`src/rtl/barker_frame_gen.sv`:
```
// rtl/barker_frame_gen.sv - Barker-11 preamble + payload frame serialiser, 1-bit stream out
module barker_frame_gen #(
    parameter logic [10:0] BARKER_SEQ    = 11'b11100010010,
    parameter int          PAYLOAD_BYTES = 4,
    parameter int          GAP_CYCLES    = 2
) (
    input  logic        clk25,
    input  logic        i_rst_n,
    input  logic        i_en,
    input  logic [7:0]  s_tdata,
    input  logic        s_tvalid,
    output logic        s_tready,
    output logic        m_tdata,
    output logic        m_tvalid,
    output logic        m_tlast,
    output logic        m_tuser,
    input  logic        m_tready,
    output logic        o_busy,
    output logic        o_underrun,
    output logic [15:0] o_frame_cnt
);
    typedef enum logic [1:0] {IDLE, PRE, PAY, GAP} state_t;

    localparam bit         NO_PAYLOAD = (PAYLOAD_BYTES == 0);
    localparam logic [7:0] LAST_BYTE  = NO_PAYLOAD ? 8'd0 : 8'(PAYLOAD_BYTES - 1);
    localparam logic [7:0] LAST_GAP   = (GAP_CYCLES == 0) ? 8'd0 : 8'(GAP_CYCLES - 1);

    state_t     state, nxt_state;
    logic [3:0] bit_idx, nxt_bit_idx;
    logic [7:0] byte_idx, nxt_byte_idx;
    logic [7:0] gap_cnt, nxt_gap_cnt;
    logic [7:0] hold, shreg, nxt_shreg;
    logic       hold_full;
    logic       nxt_tdata, nxt_tvalid, nxt_tlast, nxt_tuser;
    logic       need_byte, frame_done, restart, move, starve;
    logic       start, accept, xfer;

    assign start  = i_en & (hold_full | NO_PAYLOAD);
    assign accept = s_tvalid & s_tready;
    assign xfer   = m_tvalid & m_tready;

    always_ff @(posedge clk25) begin
        if (!i_rst_n) begin
            state <= IDLE;
        end else begin
            state <= nxt_state;
        end
    end

    always_comb begin
        nxt_state    = state;
        nxt_bit_idx  = bit_idx;
        nxt_byte_idx = byte_idx;
        nxt_gap_cnt  = gap_cnt;
        nxt_shreg    = shreg;
        nxt_tdata    = m_tdata;
        nxt_tvalid   = m_tvalid;
        nxt_tlast    = m_tlast;
        nxt_tuser    = m_tuser;
        need_byte    = 1'b0;
        frame_done   = 1'b0;
        restart      = 1'b0;
        move         = 1'b0;
        starve       = 1'b0;

        unique case (state)
            IDLE: restart = 1'b1;
            PRE: begin
                if (xfer) begin
                    if (bit_idx != 4'd0) begin
                        nxt_bit_idx = bit_idx - 4'd1;
                        nxt_tdata   = BARKER_SEQ[nxt_bit_idx];
                        nxt_tlast   = NO_PAYLOAD && (bit_idx == 4'd1);
                    end else if (NO_PAYLOAD) begin
                        frame_done = 1'b1;
                    end else begin
                        nxt_byte_idx = 8'd0;
                        need_byte    = 1'b1;
                    end
                end
            end
            PAY: begin
                // m_tvalid low in PAY only while starved for the next byte
                if (!m_tvalid) begin
                    need_byte = 1'b1;
                end else if (xfer) begin
                    if (bit_idx != 4'd0) begin
                        nxt_bit_idx = bit_idx - 4'd1;
                        nxt_tdata   = shreg[nxt_bit_idx[2:0]];
                        nxt_tlast   = (byte_idx == LAST_BYTE) && (bit_idx == 4'd1);
                    end else if (byte_idx == LAST_BYTE) begin
                        frame_done = 1'b1;
                    end else begin
                        nxt_byte_idx = byte_idx + 8'd1;
                        need_byte    = 1'b1;
                    end
                end
            end
            GAP: begin
                if (gap_cnt == LAST_GAP) begin
                    restart = 1'b1;
                end else begin
                    nxt_gap_cnt = gap_cnt + 8'd1;
                end
            end
        endcase

        if (need_byte) begin
            nxt_state = PAY;
            nxt_tlast = 1'b0;
            nxt_tuser = 1'b0;
            if (hold_full) begin
                move        = 1'b1;
                nxt_shreg   = hold;
                nxt_bit_idx = 4'd7;
                nxt_tdata   = hold[7];
                nxt_tvalid  = 1'b1;
            end else begin
                starve     = 1'b1;
                nxt_tdata  = 1'b0;
                nxt_tvalid = 1'b0;
            end
        end

        if (frame_done) begin
            if (GAP_CYCLES != 0) begin
                nxt_state   = GAP;
                nxt_gap_cnt = 8'd0;
                nxt_tdata   = 1'b0;
                nxt_tvalid  = 1'b0;
                nxt_tlast   = 1'b0;
                nxt_tuser   = 1'b0;
            end else begin
                restart = 1'b1;
            end
        end

        if (restart) begin
            if (start) begin
                nxt_state   = PRE;
                nxt_bit_idx = 4'd10;
                nxt_tdata   = BARKER_SEQ[10];
                nxt_tvalid  = 1'b1;
                nxt_tlast   = 1'b0;
                nxt_tuser   = 1'b1;
            end else begin
                nxt_state  = IDLE;
                nxt_tdata  = 1'b0;
                nxt_tvalid = 1'b0;
                nxt_tlast  = 1'b0;
                nxt_tuser  = 1'b0;
            end
        end
    end

    always_ff @(posedge clk25) begin
        if (!i_rst_n) begin
            bit_idx     <= 4'd0;
            byte_idx    <= 8'd0;
            gap_cnt     <= 8'd0;
            shreg       <= 8'd0;
            hold        <= 8'd0;
            hold_full   <= 1'b0;
            m_tdata     <= 1'b0;
            m_tvalid    <= 1'b0;
            m_tlast     <= 1'b0;
            m_tuser     <= 1'b0;
            o_underrun  <= 1'b0;
            o_frame_cnt <= 16'd0;
        end else begin
            bit_idx  <= nxt_bit_idx;
            byte_idx <= nxt_byte_idx;
            gap_cnt  <= nxt_gap_cnt;
            shreg    <= nxt_shreg;
            m_tdata  <= nxt_tdata;
            m_tvalid <= nxt_tvalid;
            m_tlast  <= nxt_tlast;
            m_tuser  <= nxt_tuser;
            // a same-cycle accept wins over the move so the fresh byte stays held
            if (move) begin
                hold_full <= 1'b0;
            end
            if (accept) begin
                hold      <= s_tdata;
                hold_full <= 1'b1;
            end
            if (starve) begin
                o_underrun <= 1'b1;
            end
            if (frame_done) begin
                o_frame_cnt <= o_frame_cnt + 16'd1;
            end
        end
    end

    always_comb begin
        o_busy   = (state != IDLE);
        s_tready = i_rst_n & ~hold_full;
    end
endmodule
```
`config.mk`:
```
export PLATFORM = sky130hd
export DESIGN_NAME = barker_frame_gen
export DESIGN_NICKNAME = d
export VERILOG_FILES = /design/src/rtl/barker_frame_gen.sv
export SDC_FILE = /design/constraint.sdc
export NUM_CORES = 1
export LEC_CHECK = 0
export ABC_AREA = 1
export CORE_MARGIN = 2
export CORE_UTILIZATION = 61
export CTS_CLUSTER_DIAMETER = 200
export DETAILED_ROUTE_END_ITERATION = 10
export PLACE_DENSITY_LB_ADDON = 0.25
export SYNTH_ARGS = -nofsm -noshare
export SYNTH_HDL_FRONTEND = slang
export SYNTH_SLANG_ARGS = --single-unit
```
`constraint.sdc`:
```
create_clock -name clk25 -period 2.9 [get_ports clk25]
set_clock_uncertainty 0.1 [all_clocks]
set_input_delay 0.58 -clock clk25 [delete_from_list [all_inputs] [get_ports clk25]]
set_output_delay 0.58 -clock clk25 [all_outputs]
set_load 0.01 [all_outputs]
```
==> out/metrics.cfg <==
[run_status]
status=finished clean

[floorplanning]
fp.dieW_um=76.9
die_area_mm2=0.00592
io_pins=36
row_count=26
die_height_um=76.9
initial_utilization_pct=63.5
coreArea_mm2=0.00511

[power_and_ir_drop]
p_leak_uw=0.00153
pwr_density_cell_mw_per_mm2=411
switching_share_pct=23.3
p_sw_uw=365
p_int_uw=1200
p_seq_share_pct=54.2
p_clk_share_pct=38.2
power_frac_comb_pct=7.6
peakVddDrop_v=0.000338

[layout]
regArea_mm2=0.00120
fin_area_mm2=0.00381
final_common_cell=nand2_1
multi_input_area_mm2=0.00178
syn2layout_area_growth_pct=17.5
final_cell_mix=92 x nand2_1, 60 x dfxtp_1, 47 x inv_1
drive_gt1_share_pct=12.3
final_nets=510
fillers=419
num_antenna_cells=0

[route]
wl_um=7050
viasPerCell=5.40
dr_total_vias=3003
drtPass1Iterations=4
drcViolationCount=0
final_antenna_net_count=0
drtIter0Drc=153
drt-wirelength-per-cell_um=12.7

[sta]
hold_viol_final=0
worst_slew_pin_slew_ps=444
hold_slack_ps=363
grt_setup_unrepaired=no
setup_viol=0
setup_tns_ps=0
finalCritPeriodShare_pct=86.4
period_needed_ps=2500
slew_violations=0
maxSlewHeadroom_pct=70.4
max_freq_ghz=0.399

[global_route]
grt_pass1_wl_um=12200
grt_max_degree=33
first_global_vias=2808
grt_usage_pct=25.6
antenna_found_initial=0
grt.overflow.total=0

[logic_synthesis]
synthCells=443
seq_area_frac_synth_pct=37.0
synth_seq_cells=60
async_flop_share_pct=0
synth_edf_count=0
synth.avg_cell_area_um2=7.32
synthFlopType=dfxtp_1
netlist_area_mm2=0.00324
synth_cell_types=42
yosys_warnings=0
syn_nets=468

[worst_setup_path]
critPathMaxFanout=2
crit_path_frequent_cell=clkdlybuf4s50_1
cpPeakStageDelay_ps=570
path_cells=clkdlybuf4s50_1 > inv_1 > nor2_1 > clkdlybuf4s50_1
slowest_stage=clkdlybuf4s50_1
end_kind=output pin
path_class=in -> out
critPathBufInv=3
critical-path-top-delay-family=buffers and inverters
crit_arrival_ps=1820
startpoint_type=primary input
ff2ff_setup_slack_ps=510
worstPathRequired_ps=2220

[clock_network]
ctsHtreeMaxLevel=3
cts_buffers=9
path_clk_slew_ps=60
clockBufferDepth=2
post_cts_resized=0
clkLatencyLatePin_ps=330
hold_buffers=0
cts_tree=yes
postCtsSetupRepairBufs=0
cts.sinks=60
root_buffer=clkbuf_8

[hold_path]
worstHoldPathType=reg -> reg

[place]
dpl_cell_area_mm2=0.00367
globalplace.congestion=0.952
portBuffers=35
hpwl_um=5180

[job]
max-cap-violations=0

==> flip-flops by register name, summed over array words and instances, names as in the netlist <==
signal and count:
shreg 8, gap_cnt 8, o_underrun 1, m_tuser 1, hold 8, m_tdata 1, m_tlast 1, o_frame_cnt 16
state 2, byte_idx 8, hold_full 1, bit_idx 4, m_tvalid 1
==> Yosys cell counts (3+ instances only) <==
cell	count	area, um^2
o21ai_0	32	160
a21oi_1	33	165
nand3_1	23	115
clkbuf_1	6	22.5
ha_1	12	150
a211oi_1	3	22.5
nand3_2	3	30.0
inv_2	4	15.0
nor3_2	5	50.1
dfxtp_1	60	1200
nand2_4	5	56.3
nand2_2	5	31.3
nand2_1	92	345
o21ai_1	5	25.0
inv_1	47	176
a31oi_1	3	18.8
nor3_1	18	90.1
nor2_1	39	146
nor2_8	3	60.1
nand4_1	8	50.1
nor2_2	6	37.5
==> logic make-up (layout without fill, tap and decap cells) <==
logic type / Yosys count / count (layout) / share of synthesized area [%]
flops: 60 / 60 / 37.0
xor+xnor: 4 / 4 / 1.08
buf+inv: 64 / 107 / 8.06
simple gates: 219 / 219 / 34.9
fa+ha+maj: 12 / 12 / 4.63
compound gates: 84 / 84 / 14.3
==> worst paths after layout <==
check,cells after the start,endpoint,from
min reg2reg,2,hold[6]$_SDFFE_PN0P_,hold[6]$_SDFFE_PN0P_
max,4,s_tready,i_rst_n
min,2,hold[6]$_SDFFE_PN0P_,hold[6]$_SDFFE_PN0P_
max reg2reg,10,gap_cnt[3]$_SDFFE_PP0P_,bit_idx[0]$_SDFF_PN0_
==> power by group through the flow <==
stage	clock, uW	sequential, uW	combinational [uW]
3_3_place_gp	0	867	113
6_report	599	849	118
4_1_cts	612	849	118
3_5_place_dp	0	867	117
5_1_grt	650	850	132
2_1_floorplan	0	866	71.5
==> worst register-to-register path: cells and delay by family, from the launching register on <==
| family | cells | cell delay, ps |
|---|---|---|
| buffers and inverters | 3 | 580 |
| AOI/OAI and AO/OA | 2 | 350 |
| DFF | 1 | 450 |
| adders and majority gates | 1 | 360 |
| and+or+nand+nor | 4 | 500 |
==> metrics by stage <==
stage               cells  total power [uW]  util (%)  setup WS, ps
floorplan             443               937         -           921
global placement      544               980      71.8           452
detailed placement    544               984      71.8           409
CTS                   556              1580      74.6           397
global route          556              1630      74.6           299
finish                556              1570      74.6           395
==> area by class of cell <==
class                      instances  share of cell area [%]
multi-input combinational        319                    46.7
sequential                        60                    31.5
timing repair buffer              39                    9.98
inverter                          56                    5.68
clock buffer                      12                    3.81
tap                               70                    2.30
==> layer usage <==
layer / vias up / share of wire [%] / GRT usage, %
met3: 21 / 4.7 / 4.12
met4: 0 / 2.7 / 12.5
met5: - / 0 / 0
met1: 1355 / 44 / 31.2
met2: 81 / 49 / 43.8
li1: 1546 / - / -
No activity file was read; power rests on OpenSTA's default activity.
